**src/rtl/npu_post_proc_array.sv**
```systemverilog
// Multi-channel accumulator post-processor: bias add, round-half-up shift,
// saturation, optional ReLU and optional 2x1 max-pool over consecutive tokens.
module npu_post_proc_array #(
    parameter int CH      = 4,
    parameter int ACC_W   = 20,
    parameter int BIAS_W  = 16,
    parameter int OUT_W   = 8,
    parameter int SHIFT_W = 3
) (
    input  logic                  clk,
    input  logic                  reset,
    input  logic                  in_en,
    input  logic [CH*ACC_W-1:0]   acc_in,
    input  logic [CH*BIAS_W-1:0]  bias_in,
    input  logic [SHIFT_W-1:0]    bound_level,
    input  logic                  en_relu,
    input  logic                  en_mp,
    input  logic                  mp_clear,
    output logic [CH*OUT_W-1:0]   out,
    output logic                  out_en
);

    localparam int SUM_W  = ACC_W + 1;
    localparam int WIDE_W = ACC_W + 2;
    localparam logic signed [WIDE_W-1:0] SAT_HI = WIDE_W'((1 << (OUT_W - 1)) - 1);
    localparam logic signed [WIDE_W-1:0] SAT_LO = ~SAT_HI;

    typedef enum logic {EMPTY, HALF} pool_state_t;

    logic                     s1_valid;
    logic signed [SUM_W-1:0]  s1_sum   [CH];
    logic [SHIFT_W-1:0]       s1_bl;
    logic                     s1_relu;
    logic signed [SUM_W-1:0]  sum_next [CH];

    logic [WIDE_W-1:0]        half_lsb;
    logic signed [WIDE_W-1:0] shifted  [CH];
    logic signed [OUT_W-1:0]  res_next [CH];

    logic                     s2_valid;
    logic signed [OUT_W-1:0]  s2_res   [CH];

    pool_state_t              state;
    pool_state_t              state_next;
    logic signed [OUT_W-1:0]  hold     [CH];
    logic                     hold_load;
    logic [CH*OUT_W-1:0]      s2_flat;
    logic [CH*OUT_W-1:0]      max_flat;
    logic [CH*OUT_W-1:0]      out_next;
    logic                     out_en_next;

    always_comb begin
        for (int c = 0; c < CH; c++) begin
            sum_next[c] = $signed({acc_in[c*ACC_W+ACC_W-1], acc_in[c*ACC_W +: ACC_W]})
                        + $signed({{(SUM_W-BIAS_W){bias_in[c*BIAS_W+BIAS_W-1]}},
                                   bias_in[c*BIAS_W +: BIAS_W]});
        end
    end

    // Shift amount and ReLU mode are latched with the token so later config changes do not affect it.
    always_ff @(posedge clk) begin
        if (!reset) begin
            s1_valid <= 1'b0;
            s1_bl    <= '0;
            s1_relu  <= 1'b0;
            for (int c = 0; c < CH; c++) s1_sum[c] <= '0;
        end else begin
            s1_valid <= in_en;
            if (in_en) begin
                s1_bl   <= bound_level;
                s1_relu <= en_relu;
                for (int c = 0; c < CH; c++) s1_sum[c] <= sum_next[c];
            end
        end
    end

    // Rounding constant is half an output LSB, which collapses to zero when no shift is applied.
    always_comb begin
        half_lsb = ({{(WIDE_W-1){1'b0}}, 1'b1} << s1_bl) >> 1;
        for (int c = 0; c < CH; c++) begin
            shifted[c] = ($signed({s1_sum[c][SUM_W-1], s1_sum[c]}) + $signed(half_lsb)) >>> s1_bl;
            if (shifted[c] > SAT_HI)
                res_next[c] = {1'b0, {(OUT_W-1){1'b1}}};
            else if (shifted[c] < SAT_LO)
                res_next[c] = {1'b1, {(OUT_W-1){1'b0}}};
            else
                res_next[c] = shifted[c][OUT_W-1:0];
            if (s1_relu && res_next[c][OUT_W-1])
                res_next[c] = '0;
        end
    end

    always_ff @(posedge clk) begin
        if (!reset) begin
            s2_valid <= 1'b0;
            for (int c = 0; c < CH; c++) s2_res[c] <= '0;
        end else begin
            s2_valid <= s1_valid;
            if (s1_valid) begin
                for (int c = 0; c < CH; c++) s2_res[c] <= res_next[c];
            end
        end
    end

    // A clear arriving with a token empties the pool first, so that token opens a fresh pair.
    always_comb begin
        state_next  = state;
        out_next    = out;
        out_en_next = 1'b0;
        hold_load   = 1'b0;
        s2_flat     = '0;
        max_flat    = '0;
        for (int c = 0; c < CH; c++) begin
            s2_flat[c*OUT_W +: OUT_W]  = s2_res[c];
            max_flat[c*OUT_W +: OUT_W] = (hold[c] > s2_res[c]) ? hold[c] : s2_res[c];
        end
        if (mp_clear)
            state_next = EMPTY;
        if (s2_valid) begin
            if (!en_mp) begin
                out_next    = s2_flat;
                out_en_next = 1'b1;
                state_next  = EMPTY;
            end else if (mp_clear || state == EMPTY) begin
                hold_load  = 1'b1;
                state_next = HALF;
            end else begin
                out_next    = max_flat;
                out_en_next = 1'b1;
                state_next  = EMPTY;
            end
        end
    end

    always_ff @(posedge clk) begin
        if (!reset) begin
            state  <= EMPTY;
            out    <= '0;
            out_en <= 1'b0;
            for (int c = 0; c < CH; c++) hold[c] <= '0;
        end else begin
            state  <= state_next;
            out    <= out_next;
            out_en <= out_en_next;
            if (hold_load) begin
                for (int c = 0; c < CH; c++) hold[c] <= s2_res[c];
            end
        end
    end

endmodule
```
**config.mk**
```make
export PLATFORM = sky130hd
export DESIGN_NAME = npu_post_proc_array
export DESIGN_NICKNAME = d
export VERILOG_FILES = /design/src/rtl/npu_post_proc_array.sv
export SDC_FILE = /design/constraint.sdc
export NUM_CORES = 1
export LEC_CHECK = 0
export BUFFER_PORTS_ARGS = -buffer_cell sky130_fd_sc_hd__buf_4
export CAP_MARGIN = 0
export CORE_UTILIZATION = 56
export CTS_BUF_LIST = sky130_fd_sc_hd__clkbuf_4 sky130_fd_sc_hd__clkbuf_8
export CTS_CLUSTER_SIZE = 25
export DETAILED_ROUTE_END_ITERATION = 7
export HOLD_SLACK_MARGIN = 0.03
export PLACE_DENSITY_LB_ADDON = 0.1
export RECOVER_POWER = 100
export SYNTH_ARGS = -nofsm -noshare
export SYNTH_HDL_FRONTEND = slang
export SYNTH_SLANG_ARGS = --single-unit
export TNS_END_PERCENT = 100
```
**constraint.sdc**
```tcl
create_clock -name clk -period 4.84 [get_ports clk]
set_input_delay 0.968 -clock clk [delete_from_list [all_inputs] [get_ports clk]]
set_output_delay 0.968 -clock clk [all_outputs]
set_load 0.02 [all_outputs]
```
### After elaboration in Yosys (flattened, before gate mapping)

Memories as Yosys holds them, arrays and structs flattened.
Index checks and enable logic that the tools add are counted.

* register bits after elaboration: 40
* RAM bits: 148
* logic and storage cells: 104
* memories kept: 3

* add/subtract/negate cells: 8
* magnitude comparators: 12
* equal/unequal tests: 1
* shifts and indexed selects: 5
* muxes and demuxes: 47
* bitwise gates (word level): 13
* reduce and logical (&&, ||, !) cells: 8

Memory list
* s1_sum: words 4, bits a word 21, rd ports 4, clocked after Yosys merged registers in 0, write ports 4, RTL line 31 `logic signed [SUM_W-1:0] s1_sum [CH];`
* hold: words 4, bits a word 8, rd ports 4, clocked after Yosys merged registers in 0, write ports 4, RTL line 45 `logic signed [OUT_W-1:0] hold [CH];`
* s2_res: words 4, bits a word 8, rd ports 4, clocked after Yosys merged registers in 0, write ports 4, RTL line 41 `logic signed [OUT_W-1:0] s2_res [CH];`

Operators by type and width (count)
* 2-to-1 mux 8 bit: 24
* adder 21 x 22 -> 22 bit: 4
* > comparator 22 x 8 -> 1 bit, second input constant: 4
* less-than comparator 22 x 8 -> 1 bit, second input constant: 4
* >>> shifter 22 x 3 -> 22 bit: 4
* adder 20 x 16 -> 21 bit: 4
* 2-to-1 mux 21 bit: 4
* 2-to-1 mux 32 bit: 2
* > comparator 8 bit: 4
* left shift 1 x 3 -> 22 bit, first input constant: 1
* 2-to-1 mux 1 bit: 17
* OR 1 bit: 12
* logical AND 1 bit: 4
* AND reduction 2 bit: 2
* inequality test 2 bit, second input constant: 1
* nonzero test 2 bit: 1
* logical OR 1 bit: 1
* inverter 1 bit: 1

### Logic depth before layout (Yosys ltp)

Gate-level depths: netlist of run 1.

* depth in word-level cells: 9
* mapped depth: 20
* depth with buffers taken out: 16

### Worst setup path after synthesis of run 1

Ideal clock, no wire load.

* kind: register -> register
* from: register s1_bl[1]
* to: memory s2_res[2][6] (data pin)
* setup time: 0.254 ns
* arrival: 4.637 ns
* slack: -0.051 ns
* cell stages (with the launch flop): 20
* buffers on the path: 3
* clock period less this slack: 4.891 ns
* cell sequence: dfxtp_1 > buf_4 > inv_1 > clkbuf_1 > nor2_1 > nand2_1 > inv_1 > ha_1 > and3_1 > clkbuf_1 > and4_1 > o21ai_0 > a21boi_1 > mux2_2 > o21ai_0 > o311a_1 > or4b_1 > or4_4 > nand3_2 > a21bo_1

RTL lines
* start: declaration: RTL line 32 `logic [SHIFT_W-1:0] s1_bl;`
* start signal: assignment: RTL line 70 `s1_bl <= bound_level;`
* end: declaration: RTL line 41

==> metrics.md, run 1 <==
| Metric | Value |
|---|---|
| Clk pin slew, worst setup/hold paths | `120 ps` |
| Max Cap Violations | `6` |
| Multi-input combinational cell area | `12200 um^2` |
| GR Layer Usage met3 | `4.35%` |
| Synth warnings | `0` |
| Violated checks | `DRC, capacitance limit, slew limit` |
| Final Cycle Share | `95.4%` |
| Post-DP HPWL | `41400 um` |
| Max Buffers Root-to-Sink | `2` |
| Number of global-route vias before repair | `16.3k` |
| Via count | `17.4k` |
| WL per Instance | `19.7 um` |
| Met2 GRT Util | `54.0%` |
| # hold bufs at CTS | `0` |
| GP Congestion | `0.938` |
| Post-synth cell types | `106` |
| Core ar. | `31700 um^2` |
| Worst path slowest cell | `or4_1` |
| Critical path data required time | `5060 ps` |
| Seq/Total Area, Yosys | `28.8%` |
| RSZ-0062 raised after global routing | `no` |
| Setup Skew | `21.4 ps` |
| Clk sinks | `188` |
| Most instantiated library cell after synthesis | `nor2_1` |
| Yosys top cell area share | `24.4%` |
| Status | `finished, violations left` |
| Largest net degree at the start of global routing | `76` |
| Site row count | `65` |
| Least-Margin Pin Slew | `1950 ps` |
| Post-synth EDFFs | `148` |
| Synth top cells by count | `198 x nor2_1, 191 x nand2_1, 148 x edfxtp_1, 136 x o21ai_0, 135 x a21oi_1` |
| CP arrival | `4840 ps` |
| Ys flop type | `edfxtp_1` |
| Startpoint Class | `flip-flop` |
| Area grow syn2layout | `12.5%` |
| Main area contributors after synthesis | `edfxtp_1 24%, ha_1 9.1%, mux2i_1 4.7%` |
| Setup TNS | `0 ps` |
| Total Wirelength | `53900 um` |
| Non-Filler Instances | `2739` |
| FF-to-FF path depth | `17` |
| IO buf count | `185` |
| Final Critical Period | `4620 ps` |
| Share of cells above drive strength 1 | `13.9%` |
| Starting Density | `57.3%` |
| Critical hold path startpoint | `out[26]` |
| Post-synth top area cell | `edfxtp_1` |
| GR Layer Usage met1 | `42.0%` |
| Critical Path Stages | `17` |
| Cells on Worst Hold Path | `2` |
| PD cells | `240 nW/um^2` |
| Syn Inst Count | `2157` |
| Crit-path max FO | `9` |
| DR vias/cell | `6.37` |
| GR Util All Layers | `32.2%` |
| Final net count | `2613` |
| Fillers | `2872` |
| Syn_area_per_cell | `8.43 um^2` |
| CTS tree | `yes` |
| Clock Root Buffer | `clkbuf_8` |
| Max Fclk | `0.217 GHz` |
| Peak supply drop | `0.000181 V` |
| Worst hold-check path type | `flip-flop to flip-flop` |
| Slew margin rel. | `-30.3%` |
| Dpl cells | `2706` |
| Top Usage Layer GRT | `met2` |
| Initial antenna violation count | `0` |
| Clk_lat worst skew | `490 ps` |
| Cell family with most CP delay | `compound AO/OA/AOI/OAI gates` |
| Worst r2r src | `s1_bl[1]` |
| Finish-stage setup viols | `0` |
| FFs w/ async S/R, synth | `0%` |
| Die width | `182 um` |
| Critical Path Start | `s1_bl[1]` |
| Bufs and invs on worst path | `2` |
| GRT overflow | `0` |
| First-pass GRT wire length | `85400 um` |
| H-tree Lvls | `4` |
| First-pass DRT Iterations | `8` |
| Slew Limit Fails | `181` |
| Die area | `33200 um^2` |
| 1st-iter DRT viols | `1498` |
| Boundary pin count | `186` |
| Storage cell area | `5250 um^2` |
| Ant diodes | `0` |
| P_leak | `8.67 nW` |
| Critical setup path kind | `flip-flop to flip-flop` |
| CP peak stage delay | `440 ps` |
| Die Span Y | `182 um` |
| Synthesized Nets | `2446` |
| Num CTS Buffers | `17` |
| CP endpoint kind | `flip-flop` |
| Mapped cell area | `18200 um^2` |
| Hold Vio Cnt, Final | `0` |
| Residual DRC | `7` |
| Antenna viol nets, final | `0` |
| Crit-path cells | `inv_2, nand2_1, nor2_1, buf_4, ha_1, ha_1, nand3b_1, a21oi_1, o2111a_1, o21ai_0, xor2_1, o22ai_1, a211o_1, a211o_1, or4_1, o21ai_2, o311ai_1` |
| FF+latch count, synth | `188` |
## layout by cell type (no fill, tap or decap), drive strengths merged, types with 8 or more instances in the layout
| cell | instances |
|---|---|
| mux2i | 85 |
| a31oi | 24 |
| nor2b | 27 |
| or3 | 22 |
| inv | 101 |
| or2 | 17 |
| edfxtp | 148 |
| nor3 | 83 |
| o21ai | 162 |
| a22oi | 9 |
| o2111ai | 12 |
| nor4 | 8 |
| nand2 | 192 |
| nand2b | 25 |
| and4 | 11 |
| and3 | 39 |
| o211ai | 26 |
| nand4 | 22 |
| a211o | 14 |
| clkbuf | 71 |
| a2111oi | 12 |
| o211a | 8 |
| a211oi | 29 |
| o21a | 25 |
| and2 | 30 |
| o31ai | 11 |
| mux2 | 12 |
| o22ai | 20 |
| dfxtp | 40 |
| buf | 201 |
| nor2 | 198 |
| a221oi | 15 |
| ha | 132 |
| xnor2 | 71 |
| a21boi | 15 |
| xor2 | 56 |
| a21o | 37 |
| nand3 | 48 |
| a21oi | 136 |
## what timing repair did
item	CTS	global route
endpoints found under the setup margin	0	8
gates resized for setup	0	2
buffers inserted	0	1
## tightest hold or removal path: stages, from the launching register on
cell,delay (ps)
dfxtp_1,340
nand2_1,40
o21ai_0,50
## routing by layer
metal	wire, um	up-vias
li1	-	8453
met1	23500	8200
met2	25200	677
met3	3520	119
met4	1710	0
met5	0	-
## kinds of logic after synthesis
kind of cell	after synthesis	synth area share, %
compound gates	655	25.1
xor+xnor	127	6.16
fa+ha+maj	137	9.58
buf+inv	200	4.31
flops	188	28.8
mux	98	5.55
simple gates	752	20.4
## final timing paths
path                  end  slack [ps]
max reg2reg  s2_res[1][2]         220
max          s2_res[1][2]         220
min               out[26]         460
min reg2reg       out[26]         460
## sequential cells by signal, indices dropped and copies added (netlist names)
register and cells:
out 32, s1_sum 84, out_en 1, s1_relu 1, s2_res 32, hold 32, s1_valid 1, s2_valid 1
s1_bl 3, state 1
## through the flow
step	power (mW)	area (um^2)	setup WS [ps]	util [%]	hold slack (ps)
after floorplan	3.22	18200	47.5	-	466
final	4.91	20500	225	64.5	461
after global routing	5.16	20500	5.62	64.5	486
after global placement	3.73	20200	425	63.7	437
after detailed placement	3.75	20200	334	63.7	443
after CTS	4.89	20600	309	65.0	470
## cell type report
class	count	area share, %
Clock buffer	18	1.21
Timing Repair Buffer	254	8.55
Sequential cell	188	25.7
Tap cell	402	2.46
Inverter	94	1.73
Multi-Input combinational cell	1769	59.5
Clock inverter	14	0.844
## power by group
| part | internal, mW | switching (mW) |
|---|---|---|
| Combinational | 0.723 | 0.981 |
| Sequential | 1.89 | 0.160 |
| Clock | 0.494 | 0.660 |
No activity file was read; power rests on OpenSTA's default activity.
==> inputs of run 2 (changes only) <==
- CELL_PAD_IN_SITES_DETAIL_PLACEMENT: unset -> 1
- CELL_PAD_IN_SITES_GLOBAL_PLACEMENT: unset -> 1
- CORE_UTILIZATION: 56 -> 43
- RECOVER_POWER: 100 -> unset
==> metrics.md, run 2 (synthesis results as in run 1) <==
| Metric | Value |
|---|---|
| Worst path slowest cell | `dfxtp_2` |
| Startpoint Class | `flip-flop` |
| CTS tree | `yes` |
| Final net count | `2621` |
| First-pass DRT Iterations | `6` |
| CP peak stage delay | `460 ps` |
| Crit-path max FO | `9` |
| Residual DRC | `0` |
| Cell family with most CP delay | `compound AO/OA/AOI/OAI gates` |
| Die Span Y | `208 um` |
| # hold bufs at CTS | `0` |
| Clk sinks | `188` |
| Clk_lat worst skew | `530 ps` |
| Site row count | `74` |
| Most frequent cells in the layout | `260 x buf_4, 195 x nor2_1, 190 x nand2_1` |
| Peak supply drop | `0.000160 V` |
| CP arrival | `4900 ps` |
| Hold Path End | `out[20]` |
| Max reg flops | `84` |
| Critical R2R Capture | `s2_res[3][1]` |
| Post-DP HPWL | `48400 um` |
| Storage cell area | `5250 um^2` |
| GR Util All Layers | `28.1%` |
| DR vias/cell | `6.12` |
| Num CTS Buffers | `17` |
| Die area | `43100 um^2` |
| Worst hold-check path type | `flip-flop to flip-flop` |
| WL per Instance | `21.4 um` |
| Setup Skew | `14.7 ps` |
| Antenna viol nets, final | `0` |
| Least-Margin Pin Slew | `1150 ps` |
| Total Wirelength | `61500 um` |
| Core ar. | `41300 um^2` |
| Worst r2r src | `s1_bl[2]` |
| Hold Vio Cnt, Final | `0` |
| Multi-input combinational cell area | `12300 um^2` |
| Cells on Worst Hold Path | `2` |
| Final Critical Period | `4630 ps` |
| Slew Limit Fails | `0` |
| Fillers | `4984` |
| First-pass GRT wire length | `97300 um` |
| Final core utilization | `50.7%` |
| Area grow syn2layout | `15.2%` |
| Initial antenna violation count | `1` |
| GP Congestion | `0.932` |
| Crit-path cells | `nand2_1, nor2_1, buf_4, ha_1, and4bb_2, o31a_1, a21bo_4, a211oi_1, xor2_1, o21a_1, mux2_2, a2111oi_0, or3b_1, o31ai_4, o21ai_1` |
| H-tree Lvls | `4` |
| 1st-iter DRT viols | `1130` |
| CP endpoint kind | `flip-flop` |
| IO buf count | `185` |
| Critical path data required time | `5120 ps` |
| Max Buffers Root-to-Sink | `2` |
| Via count | `17.6k` |
| Number of global-route vias before repair | `17.9k` |
| GRT overflow | `0` |
| Clock Root Buffer | `clkbuf_8` |
| Clk pin slew, worst setup/hold paths | `110 ps` |
| Max Fclk | `0.216 GHz` |
| Worst hold slack | `466 ps` |
| Max Cap Violations | `0` |
| Bufs and invs on worst path | `1` |
| PD cells | `239 nW/um^2` |
| FF-to-FF path depth | `15` |
| Boundary pin count | `186` |
| Largest reg by FF count | `s1_sum` |
| Starting Density | `44.0%` |
| Share of cells above drive strength 1 | `16.6%` |
| Critical hold path startpoint | `out[20]` |
| Commonest non-fill, non-tap cell in the layout | `buf_4` |
| Largest net degree at the start of global routing | `61` |
| Final Cycle Share | `95.6%` |
| Status | `finished, final reports clean` |
| Slew margin rel. | `23.2%` |
| R2R setup slack | `210 ps` |
| Setup TNS | `0 ps` |
| P_leak | `8.90 nW` |
| Finish-stage setup viols | `0` |
| RSZ-0062 raised after global routing | `yes` |
| Die width | `208 um` |
| Critical setup path kind | `flip-flop to flip-flop` |
[run 2: cell types whose count changed in the layout (fill, tap and decap cells not counted), sizes merged]
cell,delta
clkbuf,-54
buf,+60
clkinvlp,+1
diode,+2
a2111oi,+1
[run 2: final cells by class]
| class | count | area share, % |
|---|---|---|
| inverter | 94 | 1.69 |
| antenna | 2 | 0.0239 |
| tap | 532 | 3.18 |
| clock buffer | 17 | 1.12 |
| sequential | 188 | 25.1 |
| multi-input combinational | 1770 | 58.5 |
| clock inverter | 15 | 0.968 |
| timing repair buffer | 261 | 9.42 |
[run 2: per-stage QoR]
step / cells / worst slack [ps] / power, mW / cell area, um^2
2_1_floorplan: 2157 / 47.5 / 3.22 / 18200
3_3_place_gp: 2842 / 163 / 3.77 / 20400
3_5_place_dp: 2842 / 161 / 3.82 / 20400
4_1_cts: 2874 / 140 / 4.99 / 20800
5_1_grt: 2877 / -25.8 / 5.25 / 20900
6_report: 2879 / 212 / 5.01 / 20900
[run 2: worst max-delay path by stage]
stage,from,end,cells after the start
after floorplan,s1_bl[1],s2_res[2][6],19
after global placement,s1_bl[0],s2_res[2][6],15
after detailed placement,s1_bl[0],s2_res[1][2],16
after CTS,s1_bl[1],s2_res[2][6],15
after global routing,s1_bl[0],s2_res[2][6],16
final,s1_bl[2],s2_res[3][1],15
[run 2: what timing repair did]
action | CTS | global route
buffers inserted | 0 | 2
resized for setup | 0 | 16
setup endpoints to repair | 0 | 24
[run 2: layer usage]
layer | track usage (%) | share of wire [%] | vias up | routed length (um)
li1 | - | - | 8445 | -
met1 | 37.0 | 46 | 8697 | 28200
met2 | 48.5 | 48 | 403 | 29700
met3 | 2.81 | 3.7 | 76 | 2250
met4 | 8.66 | 2.3 | 0 | 1430
met5 | 0 | 0 | - | 0
[run 2: where the power goes]
part           internal, mW  total [mW]  switching, mW  leakage (nW)
logic                 0.740        1.77           1.03          6.78
registers              1.88        2.05          0.164          1.90
clock network         0.489        1.19          0.699         0.216
total                  3.11        5.01           1.89          8.90
[run 2: worst reg2reg max path, delay by kind of cell, from the launching register on]
kind	cells	cell delay [ps]
AND/OR/NAND/NOR	4	1210
buffers and inverters	1	260
XOR/XNOR	1	170
multiplexers	1	280
flip-flops	1	460
AO/OA/AOI/OAI	7	1800
adder cells (fa/ha/maj)	1	190
==> inputs of run 3 (changes only) <==
- CORE_UTILIZATION: 43 -> 47
- PLACE_DENSITY_LB_ADDON: 0.1 -> 0.25
- clock period: 4.84 -> 4.5 ns (I/O delays scaled with it)
==> metrics.md, run 3 (synthesis results as in run 1) <==
| Metric | Value |
|---|---|
| Clock Root Buffer | `clkbuf_8` |
| Site row count | `71` |
| CP arrival | `4750 ps` |
| Num CTS Buffers | `17` |
| Starting Density | `48.0%` |
| Via count | `18.3k` |
| CP endpoint kind | `flip-flop` |
| Final net count | `2681` |
| DR WL met2 | `31700 um` |
| Slew margin rel. | `20.2%` |
| Dpl cells | `2865` |
| Final Instance Area | `21500 um^2` |
| 1st-iter DRT viols | `1333` |
| Most frequent cells in the layout | `319 x buf_4, 191 x nor2_1, 188 x nand2_1` |
| Worst hold-check path type | `flip-flop to flip-flop` |
| Startpoint Class | `flip-flop` |
| Final Cycle Share | `98.7%` |
| Peak supply drop | `0.000186 V` |
| CTS tree | `yes` |
| Max Fclk | `0.225 GHz` |
| Ant diodes | `0` |
| Final Critical Period | `4440 ps` |
| Max reg flops | `84` |
| Number of global-route vias before repair | `18.5k` |
| Power consumption | `5.42 mW` |
| GRT overflow | `0` |
| Largest reg by FF count | `s1_sum` |
| Non-Filler Instances | `2916` |
| Die area | `39500 um^2` |
| Critical setup path kind | `flip-flop to flip-flop` |
| Hold Vio Cnt, Final | `0` |
| Antenna viol nets, final | `0` |
| GR Util All Layers | `32.6%` |
| Least-Margin Pin Slew | `1200 ps` |
| Die width | `199 um` |
| Initial antenna violation count | `1` |
| Total Wirelength | `65300 um` |
| DR vias/cell | `6.27` |
| P_leak | `9.21 nW` |
| Max Used Layer | `met5` |
| Boundary pin count | `186` |
| Critical Path Start | `s1_bl[0]` |
| GP Congestion | `0.927` |
| Commonest non-fill, non-tap cell in the layout | `buf_4` |
| H-tree Lvls | `4` |
| Post-DP HPWL | `49800 um` |
| Status | `finished, final reports clean` |
| Metal3 WL | `3470 um` |
| Clk_lat worst skew | `530 ps` |
| Largest net degree at the start of global routing | `85` |
| Share of cells above drive strength 1 | `19.7%` |
| Clk pin slew, worst setup/hold paths | `110 ps` |
| IO buf count | `185` |
| Slew Limit Fails | `0` |
| Critical hold path startpoint | `out[27]` |
| Critical path data required time | `4810 ps` |
| Max Buffers Root-to-Sink | `2` |
| Finish-stage setup viols | `0` |
| RSZ-0062 raised after global routing | `yes` |
| Core ar. | `37800 um^2` |
| Setup Skew | `19.4 ps` |
| Max Cap Violations | `0` |
| Crit-path max FO | `8` |
| PD cells | `252 nW/um^2` |
| Clk sinks | `188` |
| Worst r2r src | `s1_bl[0]` |
| Area grow syn2layout | `18.1%` |
| Met1 wire length | `27600 um` |
| Residual DRC | `0` |
| First-pass DRT Iterations | `5` |
| Die Span Y | `199 um` |
| First-pass GRT wire length | `101000 um` |
| Area after DPL | `20700 um^2` |
| WL per Instance | `22.4 um` |
## run 3: cell count changes in the layout (fill, tap and decap cells not counted), sizes merged
cell	before	now
diode	2	0
bufinv	2	1
a311oi	2	3
inv	101	99
clkbuf	17	20
buf	261	321
a2111oi	13	12
## run 3: metrics by stage
step | utilization, % | hold WS [ps] | setup WS, ps | setup TNS (ps)
2_1_floorplan | - | 466 | 26.6 | 0
3_3_place_gp | 54.8 | 436 | 66.1 | 0
3_5_place_dp | 54.8 | 449 | -91.5 | -130
4_1_cts | 55.9 | 474 | 16.0 | 0
5_1_grt | 56.8 | 499 | -93.5 | -362
6_report | 56.8 | 466 | 56.9 | 0
## run 3: report_power, final
| part | internal, mW | total (mW) | switching [mW] | leakage [nW] |
|---|---|---|---|---|
| clock network | 0.490 | 1.21 | 0.717 | 0.204 |
| logic | 0.846 | 2.01 | 1.16 | 7.10 |
| registers | 2.03 | 2.21 | 0.185 | 1.90 |
| total | 3.36 | 5.42 | 2.06 | 9.21 |
## run 3: layout make-up
| class | instances | area [um^2] |
|---|---|---|
| fill | 4575 | 16400 |
| clock buffer | 20 | 269 |
| sequential | 188 | 5250 |
| clock inverter | 12 | 131 |
| timing repair buffer | 321 | 2430 |
| tap | 511 | 639 |
| inverter | 94 | 353 |
| multi-input combinational | 1770 | 12400 |
## run 3: timing repair
action / 4_1_cts / 5_1_grt
resized for setup: 2 / 39
buffers inserted: 0 / 18
pin swaps: 0 / 14
endpoints found under the hold margin: 0 / 0
hold buffers: 0 / 0
endpoints found under the setup margin: 14 / 28
gates cloned: 0 / 1
## run 3: worst paths after layout
check | depth (start not counted) | slack [ps] | to
setup / recovery | 18 | 60 | s2_res[2][6]
hold / removal | 2 | 470 | out[27]
setup reg to reg | 18 | 60 | s2_res[2][6]
hold reg to reg | 2 | 470 | out[27]
## run 3: metal layers
metal  global-route usage, %  vias to the layer above
met4                    12.8                        2
met3                    5.49                      166
met5                       0                        -
met2                    55.9                      573
met1                    40.5                     8991
li1                        -                     8565
## run 3: worst max-delay path, cell delays in order, from the launching register on
cell       delay, ps
dfxtp_4          400
nand2_1          180
inv_1            100
nand2_1          120
inv_1             90
ha_1             370
nand3_1          140
nand2_2          140
a2111oi_4         60
buf_4            190
buf_4            130
or3_1            360
and3_1           200
a221oi_2         160
o211ai_1         150
or4b_1           530
or4_4            540
nand3_2          130
a21bo_1          210
